===== config.mk =====
export PLATFORM = sky130hd
export DESIGN_NAME = store_buffer
export DESIGN_NICKNAME = d
export VERILOG_FILES = /design/src/rtl/store_buffer.sv
export SDC_FILE = /design/constraint.sdc
export NUM_CORES = 1
export LEC_CHECK = 0
export ABC_CLOCK_PERIOD_IN_PS = 8800
export CAP_MARGIN = 10
export CORE_MARGIN = 3
export CORE_UTILIZATION = 30
export DETAILED_ROUTE_END_ITERATION = 10
export SYNTH_ARGS = -nofsm -noshare
export SYNTH_HDL_FRONTEND = slang
export SYNTH_SLANG_ARGS = --single-unit

===== constraint.sdc =====
create_clock -name clk -period 8.8 [get_ports clk]
set_clock_uncertainty 0.1 [all_clocks]
set_input_delay 0.88 -clock clk [delete_from_list [all_inputs] [get_ports clk]]
set_output_delay 0.88 -clock clk [all_outputs]
set_load 0.1 [all_outputs]

===== src/rtl/store_buffer.sv =====
// Circular store buffer between the ALU stage and data memory.
// It merges back-to-back stores to the same word and lets loads read buffered data early.
module store_buffer #(
   parameter int DEPTH  = 4,
   parameter int ADDR_W = 7,
   parameter int DATA_W = 72
) (
   input  logic                           clk,
   input  logic                           reset,
   input  logic                           in_valid,
   output logic                           in_ready,
   input  logic [ADDR_W-1:0]              in_addr,
   input  logic [DATA_W-1:0]              in_data,
   input  logic                           mem_stall,
   output logic                           mem_write_enable,
   output logic [ADDR_W-1:0]              mem_addr,
   output logic [DATA_W-1:0]              mem_data,
   input  logic [ADDR_W-1:0]              lookup_addr,
   output logic                           lookup_hit,
   output logic [DATA_W-1:0]              lookup_data,
   output logic [$clog2(DEPTH+1)-1:0]     count
);

   localparam int PTR_W = $clog2(DEPTH);
   localparam int CNT_W = $clog2(DEPTH+1);

   logic [ADDR_W-1:0] addr_q [DEPTH];
   logic [DATA_W-1:0] data_q [DEPTH];
   logic [PTR_W-1:0]  head_q, head_d;
   logic [PTR_W-1:0]  tail_q, tail_d;
   logic [CNT_W-1:0]  count_q, count_d;

   logic [PTR_W-1:0]  young_idx;
   logic [PTR_W-1:0]  lk_idx;
   logic              empty, accept, retire, coalesce, alloc;

   always_comb begin
      empty            = (count_q == '0);
      in_ready         = (count_q != CNT_W'(DEPTH));
      mem_write_enable = !empty && !mem_stall;
      retire           = mem_write_enable;
      accept           = in_valid && in_ready;
      young_idx        = tail_q - PTR_W'(1);
      // A lone entry that is leaving this cycle cannot absorb the new store.
      coalesce         = accept && !empty && (addr_q[young_idx] == in_addr)
                         && !(retire && (count_q == CNT_W'(1)));
      alloc            = accept && !coalesce;
      mem_addr         = empty ? '0 : addr_q[head_q];
      mem_data         = empty ? '0 : data_q[head_q];
   end

   // Scan oldest to youngest so the last match found is the youngest one.
   always_comb begin
      lookup_hit  = 1'b0;
      lookup_data = '0;
      lk_idx      = '0;
      for (int i = 0; i < DEPTH; i++) begin
         lk_idx = head_q + PTR_W'(i);
         if ((CNT_W'(i) < count_q) && (addr_q[lk_idx] == lookup_addr)) begin
            lookup_hit  = 1'b1;
            lookup_data = data_q[lk_idx];
         end
      end
   end

   always_comb begin
      head_d  = retire ? head_q + PTR_W'(1) : head_q;
      tail_d  = alloc  ? tail_q + PTR_W'(1) : tail_q;
      count_d = count_q;
      if (alloc && !retire)
         count_d = count_q + CNT_W'(1);
      else if (retire && !alloc)
         count_d = count_q - CNT_W'(1);
   end

   always_ff @(posedge clk) begin
      if (reset) begin
         head_q  <= '0;
         tail_q  <= '0;
         count_q <= '0;
      end else begin
         head_q  <= head_d;
         tail_q  <= tail_d;
         count_q <= count_d;
      end
   end

   // Entry storage is qualified by count, so it needs no reset.
   always_ff @(posedge clk) begin
      if (alloc) begin
         addr_q[tail_q] <= in_addr;
         data_q[tail_q] <= in_data;
      end else if (coalesce) begin
         data_q[young_idx] <= in_data;
      end
   end

   assign count = count_q;

endmodule


# Word-level counts from Yosys, hierarchy flattened
# Memory sizes are Yosys's and may differ from the RTL's. A register that Yosys moved wholly into a read port is not among the register bits.
# Cells that the tools add are included.
dict set report totals {
  ff_bits 7
  n_memories 2
  romBits 0
  input_bits 90
  latch_bits 0
  ram_bits 316
}
# name words width rd rd_clocked_by_memory_dff wr line_no
set memory_table {}
lappend memory_table {data_q 4 72 4 1 1 28} ;# logic [DATA_W-1:0] data_q [DEPTH];
lappend memory_table {addr_q 4 7 5 1 1 27} ;# logic [ADDR_W-1:0] addr_q [DEPTH];
dict set report classes {
  n_shift 0
  n_mux 24
  n_bitwise 0
  n_eq_ne 7
  reduce_logical 22
  n_div 0
  n_addsub 7
  multipliers 0
  order_cmp 4
}
# op count
set op_table {}
lappend op_table {{$mux W72} 6}
lappend op_table {{$reduce_or A72 Y1} 1}
lappend op_table {{$eq A7 B7 Y1} 5}
lappend op_table {{$logic_and A1 B1 Y1} 13}
lappend op_table {{$mux W1} 10}
lappend op_table {{$mux W2} 5}
lappend op_table {{$mux W7} 1}
lappend op_table {{$logic_not A1 Y1} 6}
lappend op_table {{$lt A1 B3 Y1 const A} 2}
lappend op_table {{$lt A2 B3 Y1 const A} 2}
lappend op_table {{$mux W3} 2}
lappend op_table {{$add A2 B1 Y2 const B} 2}
lappend op_table {{$add A2 B2 Y2 const B} 2}
lappend op_table {{$add A3 B1 Y3 const B} 1}
lappend op_table {{$eq A3 B1 Y1 const B} 1}
lappend op_table {{$logic_not A3 Y1} 1}
lappend op_table {{$ne A3 B3 Y1 const B} 1}
lappend op_table {{$sub A3 B1 Y3 const B} 1}
lappend op_table {{$reduce_bool A2 Y1} 1}
lappend op_table {{$sub A2 B1 Y2 const B} 1}

# Logic depth before layout (Yosys ltp)
# Gate-level depths: netlist of the first run.
dict set report depth {
  word_depth 12
  ltp_mapped 14
  depth_no_buf 12
}

# Least setup slack after synthesis of the first run
# No wires, ideal clock.
dict set report synth_path {
  kind {flip-flop to flip-flop}
  startpoint {reg tail_q[0]}
  endpoint {mem data_q[0][0], enable pin}
  path_slack_ns 2.044
  setup_time_ns 0.526
  t_arrival_ns 6.130
  stages_incl_launch_ff 11
  cell_sequence {dfxtp_1 buf_2 inv_1 ha_1 buf_1 mux4_2 xnor2_1 nand4_1 nor4_4 nand3_1 a21oi_1}
}
dict set report synth_via {
  elab_chain_cells 11
  word_cells_on_any_way 15
}
# item line_no
set synth_lines {}
lappend synth_lines {{from (decl)} 30} ;# logic [PTR_W-1:0] tail_q, tail_d;
lappend synth_lines {{from (signal assigned)} 83} ;# tail_q <= tail_d;
lappend synth_lines {{$sub A2 B1 Y2 (*)} 43} ;# young_idx = tail_q - PTR_W'(1);
lappend synth_lines {{net young_idx[0]} 33} ;# logic [PTR_W-1:0] young_idx;
lappend synth_lines {{$mem_v2 Z4 W7} -}
lappend synth_lines {{$eq A7 B7 Y1} 45} ;# coalesce = accept && !empty && (addr_q[young_idx] == in_addr)
lappend synth_lines {{$logic_and A1 B1 Y1} 45}
lappend synth_lines {{$logic_and A1 B1 Y1} 46} ;# && !(retire && (count_q == CNT_W'(1)));
lappend synth_lines {{$logic_not A1 Y1} 47} ;# alloc = accept && !coalesce;
lappend synth_lines {{$logic_and A1 B1 Y1} 47}
lappend synth_lines {{$mux W1} 90} ;# if (alloc) begin
lappend synth_lines {{$mux W1 (implied by the code)} 94} ;# data_q[young_idx] <= in_data;
lappend synth_lines {{$reduce_or A72 Y1 (no line)} -}
lappend synth_lines {{$mux W2 (no line) or $mux W1 (tied branches)} -}
lappend synth_lines {{to (decl)} 28}
# Mark *: on every way through the listed nets, which the timed path passes. The rest lies on a longest branch.

# Worst setup path in the final report of the first run
dict set report layout_path {
  startpoint {reg head_q[1]}
  endpoint {out lookup_data[63]}
}
dict set report layout_via {
  elab_chain_cells 7
  word_cells_on_any_way 14
}
# item line_no
set layout_lines {}
lappend layout_lines {{from (decl)} 29} ;# logic [PTR_W-1:0] head_q, head_d;
lappend layout_lines {{from (signal assigned)} 78} ;# head_q <= '0;
lappend layout_lines {{from (signal assigned)} 82} ;# head_q <= head_d;
lappend layout_lines {{$add A2 B1 Y2} 58} ;# lk_idx = head_q + PTR_W'(i);
lappend layout_lines {{$mem_v2 Z4 W7} -}
lappend layout_lines {{$eq A7 B7 Y1} 59} ;# if ((CNT_W'(i) < count_q) && (addr_q[lk_idx] == lookup_addr)) begin
lappend layout_lines {{$logic_and A1 B1 Y1} 59}
lappend layout_lines {{$mux W72 (2 in series)} 59}
lappend layout_lines {{$mux W72 (*)} 59}
lappend layout_lines {{to (decl)} 20} ;# output logic [DATA_W-1:0] lookup_data,
# Mark *: on every way between the ends. The rest lies on a longest branch, timed or not.

==> metrics, run 1 <==
Reg area=0.00968 mm²; Internal=4.43 mW; Global Route Usage Sum=17.2%; Inst Count DP=2729; Worst Reg-to-Reg Cells=9; Post-synth ARST share=0%; clock power share=17.9%; Die Area=0.0727 mm²; VDD IR-drop max=0.362 mV; drt pass-1 iters=6; setup TNS=0 ns; cell mode on critical path=buf_4; Synth Area in Adders=0.540%; worst hold path depth=2; Final Wtd Congestion=0.809; Syn Nets=1792; PwrDens=343 mW/mm²; fraction of layout cells with a size suffix above 1=19.1%; CP bufs+invs=3; # hold bufs at CTS=0; combinational family with the most area after synthesis=multiplexers; FF+latch count, synth=325; Placement Rows=96; Avg WL per Cell=23.1 µm; Multi-input gate area=0.0105 mm²; Vias=15918; Switching Fraction=49.1%; Final setup viols=0; routed wire length=64.7 mm; Overflow after GRT=0; Worst EP required=7.82 ns; IO Port Bufs=246; Die X=270 µm; H-tree depth=2; Comb power frac=57.7%; Filler Cell Count=6598; leak pwr=7.42 nW; Max Clk Rate=145 MHz; Clk Latency, worst-skew pair=0.54 ns; vias per cell=5.69; Worst Hold Launch=tail_q[1]$_SDFFE_PP0P_; Final Cell Area=0.0253 mm²; Initial Util=30.4%; CP max FO=82; Syn-to-layout area delta=21.4%; fraction of the mapped netlist area in compound gates=8.89%; clock sink count=325; clk buf depth=3; Max Slew Vio Count=0; CTS root buf=clkbuf_16; Tmin final=6.89 ns; IO Pins=247; Switch Pwr=4.27 mW; critical path's top delay family=buffers and inverters; mapped cell area=0.0209 mm²; RR Endpoint=data_q[1][34]$_DFFE_PP_; Slew @ Worst Pin=1.22 ns; Synth Area in XOR/XNOR=1.51%; CTS clk-pin slew, worst paths=0.06 ns; status=finished, final reports clean; placed cell area=0.0241 mm²; Die Ht=270 µm; fin nets=1938; Netlist cell types=41; sequential share of power=24.5%; drt drc=0; number of routed nets with antenna violations=0; CTS tree=done; slowest CP cell=clkdlybuf4s50_1; largest net degree at the start of global routing=105; mux contribution to synthesized area=27.0%; Post-CTS Setup Inserts=0; non-filler cells, final=2800; Post-CTS Resized=0; Num CTS Buffers=39; initial antenna violation count=3; Final Cycle Share=78.2%; Crit Path Class=reg -> out; first-pass GRT wire length=97.4 mm; Final Hold Violating Endpoints=0; reg2reg start=tail_q[0]$_SDFFE_PP0P_; number of global-route vias before repair=16269; CP Data Arrival Time=5.91 ns; EDFF count, synth=316; syn_area_per_cell=12.3 µm²; Hold Crit Class=reg -> reg; register area share after synthesis=46.3%; synth warn=0; hold endpoint=tail_q[1]$_SDFFE_PP0P_; Post-Synth Simple-Gate Area=12.1%; R2R setup slack=3.98 ns; critical path launch point type=flip-flop; CP endpoint kind=output pin; Core ar.=0.0687 mm²; CP Cell Sequence=mux4_2, xor2_1, nor4_4, buf_4, and2_4, buf_4, o31ai_1, a31oi_1, clkdlybuf4s50_1; DP HPWL=38.6 mm; top_reg_cell synth=edfxtp_1; initial DRC count=1189; Max-slew headroom=18.5%; RSZ-0062 raised after global routing=no; Max-Cap Viols=0; Mapped Cells=1693; Max stage delay on crit path=1.21 ns
sequential cells by signal, indices dropped and copies added (netlist names), named ones only:
signal / count
data_q: 288
tail_q: 2
head_q: 2
addr_q: 28
count: 3
worst max path at each step:
stage	from	endpoint	slack (ns)	depth (start not counted)
final	head_q[1]$_SDFFE_PP0P_	lookup_data[63]	1.91	9
after global routing	head_q[1]$_SDFFE_PP0P_	lookup_data[55]	1.70	9
after CTS	head_q[1]$_SDFFE_PP0P_	lookup_data[56]	1.92	9
after detailed placement	lookup_addr[0]	lookup_data[41]	2.47	8
after global placement	lookup_addr[0]	lookup_data[41]	2.48	8
after floorplan	tail_q[0]$_SDFFE_PP0P_	data_q[0][0]$_DFFE_PP_	2.04	10
stage by stage:
stage / worst slack, ns / hold slack, ns / power (mW) / utilization, %
after detailed placement: 2.47 / 0.445 / 7.18 / 35.1
after CTS: 1.92 / 0.454 / 8.77 / 36.9
after floorplan: 2.04 / 0.398 / 6.02 / -
after global placement: 2.48 / 0.437 / 7.12 / 35.1
final: 1.91 / 0.448 / 8.69 / 36.9
after global routing: 1.70 / 0.488 / 9.08 / 36.9
synthesized netlist by cell type, drive strengths merged, types with 4 or more instances:
| library cell | number | area (µm²) |
|---|---|---|
| a21oi | 30 | 158 |
| a31oi | 73 | 457 |
| and2 | 82 | 513 |
| buf | 70 | 348 |
| clkbuf | 100 | 375 |
| dfxtp | 9 | 180 |
| edfxtp | 316 | 9490 |
| ha | 9 | 113 |
| inv | 5 | 18.8 |
| mux2 | 73 | 822 |
| mux2i | 92 | 921 |
| mux4 | 173 | 3900 |
| nand2 | 191 | 717 |
| nand2b | 29 | 181 |
| nand3 | 77 | 385 |
| nand4 | 74 | 463 |
| nor2 | 33 | 124 |
| nor4 | 4 | 67.6 |
| o21ai | 126 | 631 |
| o31ai | 72 | 541 |
| or3 | 5 | 31.3 |
| xnor2 | 12 | 105 |
| xor2 | 24 | 210 |
layer usage:
| layer | track usage [%] | vias up | routed length, µm |
|---|---|---|---|
| met4 | 6.38 | 2 | 1930 |
| met3 | 3.59 | 158 | 5000 |
| met1 | 20.5 | 8053 | 24800 |
| met5 | 0 | - | 10 |
| li1 | - | 6983 | - |
| met2 | 30.6 | 722 | 32900 |
final cells by class:
type | count | share of cell area, %
Inverter | 5 | 0.0741
Timing Repair Buffer | 275 | 10.6
Sequential cell | 325 | 38.2
Tap cell | 931 | 4.60
Clock buffer | 46 | 4.16
Clock inverter | 23 | 0.716
Multi-Input combinational cell | 1193 | 41.6
Antenna cell | 2 | 0.0198
power by group through the flow:
| stage | Sequential, mW | Clock [mW] | Combinational (mW) |
|---|---|---|---|
| after global placement | 2.14 | 0 | 4.98 |
| after CTS | 2.13 | 1.60 | 5.04 |
| after floorplan | 2.08 | 0 | 3.94 |
| final | 2.13 | 1.55 | 5.01 |
| after global routing | 2.15 | 1.68 | 5.26 |
| after detailed placement | 2.16 | 0 | 5.02 |
tightest hold or removal path: cells and delay by family (launching register included):
kind	cells	cell delay, ns
flip-flops	1	0.35
multiplexers	1	0.06
AND/OR/NAND/NOR	1	0.09
cell families (layout without fill, tap and decap cells):
family          after synthesis  in the layout
flops                       325            325
other cells                   0              2
xor+xnor                     36             36
mux                         338            338
compound gates              308            308
fa+ha+maj                     9              9
simple gates                502            502
buf+inv                     175            349
cells in the final DEF (no fill, tap or decap), drive strengths merged, types with 4 or more instances in the layout:
master,netlist,routed
a21oi,30,30
a31oi,73,73
and2,82,82
buf,70,29
clkbuf,100,46
clkdlybuf4s50,0,246
clkinv,0,15
clkinvlp,0,5
dfxtp,9,9
edfxtp,316,316
ha,9,9
inv,5,6
mux2,73,73
mux2i,92,92
mux4,173,173
nand2,191,191
nand2b,29,29
nand3,77,77
nand4,74,74
nor2,33,33
nor4,4,4
o21ai,126,126
o31ai,72,72
or3,5,5
xnor2,12,12
xor2,24,24
(Power assumes the default switching activity.)
==> inputs of run 2 (changes only) <==
--- a/config.mk
+++ b/config.mk
@@ -5,7 +5,7 @@
 export SDC_FILE = /design/constraint.sdc
 export NUM_CORES = 1
 export LEC_CHECK = 0
-export ABC_CLOCK_PERIOD_IN_PS = 8800
+export ABC_CLOCK_PERIOD_IN_PS = 6100
 export CAP_MARGIN = 10
 export CORE_MARGIN = 3
 export CORE_UTILIZATION = 30
==> constraint.sdc (replaced) <==
create_clock -name clk -period 6.1 [get_ports clk]
set_clock_uncertainty 0.1 [all_clocks]
set_input_delay 0.61 -clock clk [delete_from_list [all_inputs] [get_ports clk]]
set_output_delay 0.61 -clock clk [all_outputs]
set_load 0.1 [all_outputs]
==> metrics, run 2 (synthesis results as in run 1) <==
status=finished, final reports clean; number of routed nets with antenna violations=0; number of global-route vias before repair=16307; critical path launch point type=flip-flop; RR Endpoint=data_q[0][37]$_DFFE_PP_; leak pwr=7.82 nW; Vias=15908; Die Area=0.0727 mm²; Core ar.=0.0687 mm²; CP endpoint kind=output pin; CTS clk-pin slew, worst paths=0.06 ns; Max Slew Vio Count=0; Max stage delay on crit path=0.90 ns; Final Cycle Share=90.1%; first-pass GRT wire length=99.8 mm; largest net degree at the start of global routing=112; fin nets=1940; total power=12.7 mW; Initial Util=30.4%; RSZ-0062 raised after global routing=no; Max Clk Rate=182 MHz; CP Data Arrival Time=4.79 ns; Overflow after GRT=0; highest-count cells in the layout ignoring fill and taps=edfxtp_1, nand2_1, mux4_2, clkdlybuf4s50_1, o21ai_0; Post-CTS Resized=0; Post-CTS Setup Inserts=0; CP Cell Sequence=buf_4, mux4_2, xnor2_1, nand4_1, a211o_4, nand4_1, a31oi_1, buf_12; slowest CP cell=buf_4; drt drc=0; hold endpoint=tail_q[1]$_SDFFE_PP0P_; Num CTS Buffers=39; Tmin final=5.50 ns; Max-slew headroom=18.8%; clk buf depth=3; R2R setup slack=1.36 ns; cell mode on critical path=nand4_1; Worst Reg-to-Reg Cells=9; largest register by flop count=data_q; IO Pins=247; Final setup viols=0; VDD IR-drop max=0.413 mV; critical path's top delay family=compound AO/OA/AOI/OAI gates; setup TNS=0 ns; Slew @ Worst Pin=1.22 ns; Die Ht=270 µm; Placement Rows=96; H-tree depth=2; Syn-to-layout area delta=25.3%; routed wire length=65.9 mm; Avg WL per Cell=23.5 µm; Final Wtd Congestion=0.794; most common cell after layout, fill and taps aside=edfxtp_1; # hold bufs at CTS=0; PwrDens=487 mW/mm²; Clk Latency, worst-skew pair=0.55 ns; initial DRC count=1396; CTS root buf=clkbuf_16; Crit Path Class=reg -> out; Final Hold Violating Endpoints=0; vias per cell=5.67; reg2reg start=tail_q[0]$_SDFFE_PP0P_; drt pass-1 iters=5; CP max FO=72; fin util=38.1%; CTS tree=done; clock sink count=325; Global Route Usage Sum=17.6%; Max-Cap Viols=0; max reg flops=288; Die X=270 µm; fraction of layout cells with a size suffix above 1=22.9%; Worst EP required=5.39 ns; initial antenna violation count=4; IO Port Bufs=246; Worst Hold Launch=tail_q[1]$_SDFFE_PP0P_; worst hold path depth=2; DP HPWL=40.4 mm; CP bufs+invs=2; Hold Crit Class=reg -> reg
run 2: cell types whose count changed in the layout (fill, tap and decap cells not counted), sizes merged:
cell and change:
diode +1, buf +75, bufinv +3, clkdlybuf4s50 -73, clkinvlp -2, clkbuf +1
run 2: worst register-to-register path: stages, from the launching register on:
cell and delay, ns:
dfxtp_1 0.87, inv_1 0.28, ha_1 0.76, mux4_2 0.42, xnor2_1 0.20, nand4_1 0.21, nor4_4 0.48, nand3_1 0.20
a21oi_4 0.20, buf_4 0.56
run 2: worst max path at each step:
| stage | slack (ns) | cells past startpoint | startpoint | endpoint |
|---|---|---|---|---|
| 2_1_floorplan | 0.94 | 10 | tail_q[0]$_SDFFE_PP0P_ | data_q[0][0]$_DFFE_PP_ |
| 3_3_place_gp | 1.21 | 9 | head_q[0]$_SDFFE_PP0P_ | lookup_data[37] |
| 3_5_place_dp | 1.09 | 8 | head_q[0]$_SDFFE_PP0P_ | lookup_data[37] |
| 4_1_cts | 0.48 | 8 | head_q[0]$_SDFFE_PP0P_ | lookup_data[37] |
| 5_1_grt | 0.25 | 8 | head_q[0]$_SDFFE_PP0P_ | lookup_data[37] |
| 6_report | 0.60 | 8 | head_q[0]$_SDFFE_PP0P_ | lookup_data[37] |
run 2: per-stage QoR:
stage / hold WS [ns] / area [µm²] / setup WS, ns / std cells
3_5_place_dp: 0.445 / 24800 / 1.09 / 2731
2_1_floorplan: 0.398 / 20900 / 0.940 / 1693
6_report: 0.462 / 26200 / 0.602 / 2805
5_1_grt: 0.516 / 26100 / 0.245 / 2803
3_3_place_gp: 0.434 / 24800 / 1.21 / 2731
4_1_cts: 0.456 / 26100 / 0.478 / 2802
run 2: layout make-up:
type | count | area, µm²
Inverter | 5 | 18.8
Sequential cell | 325 | 9680
Multi-Input combinational cell | 1193 | 10500
Fill cell | 6527 | 42600
Antenna cell | 3 | 7.51
Clock buffer | 47 | 1050
Tap cell | 931 | 1160
Timing Repair Buffer | 277 | 3430
Clock inverter | 24 | 254
run 2: where the power goes:
part	total [mW]	leakage (nW)	internal, mW	switching [mW]
Sequential	3.12	2.97	2.77	0.349
Combinational	7.26	4.21	2.36	4.90
Clock	2.35	0.632	1.44	0.916
Total	12.7	7.82	6.56	6.16
run 2: metal layers:
| metal | GRT usage (%) | vias up | part of all wire [%] |
|---|---|---|---|
| li1 | - | 7000 | - |
| met5 | 0 | - | 0.020 |
| met2 | 31.0 | 656 | 51 |
| met3 | 3.61 | 123 | 6.7 |
| met1 | 21.7 | 8127 | 40 |
| met4 | 5.40 | 2 | 2.5 |
==> inputs of run 3 (changes only) <==
--- a/config.mk
+++ b/config.mk
@@ -9,6 +9,7 @@
 export CAP_MARGIN = 10
 export CORE_MARGIN = 3
 export CORE_UTILIZATION = 30
+export CTS_CLUSTER_DIAMETER = 150
 export DETAILED_ROUTE_END_ITERATION = 10
 export SYNTH_ARGS = -nofsm -noshare
 export SYNTH_HDL_FRONTEND = slang
==> results of run 3 <==
The final DEF is identical to that of run 2; final timing and power are the same.
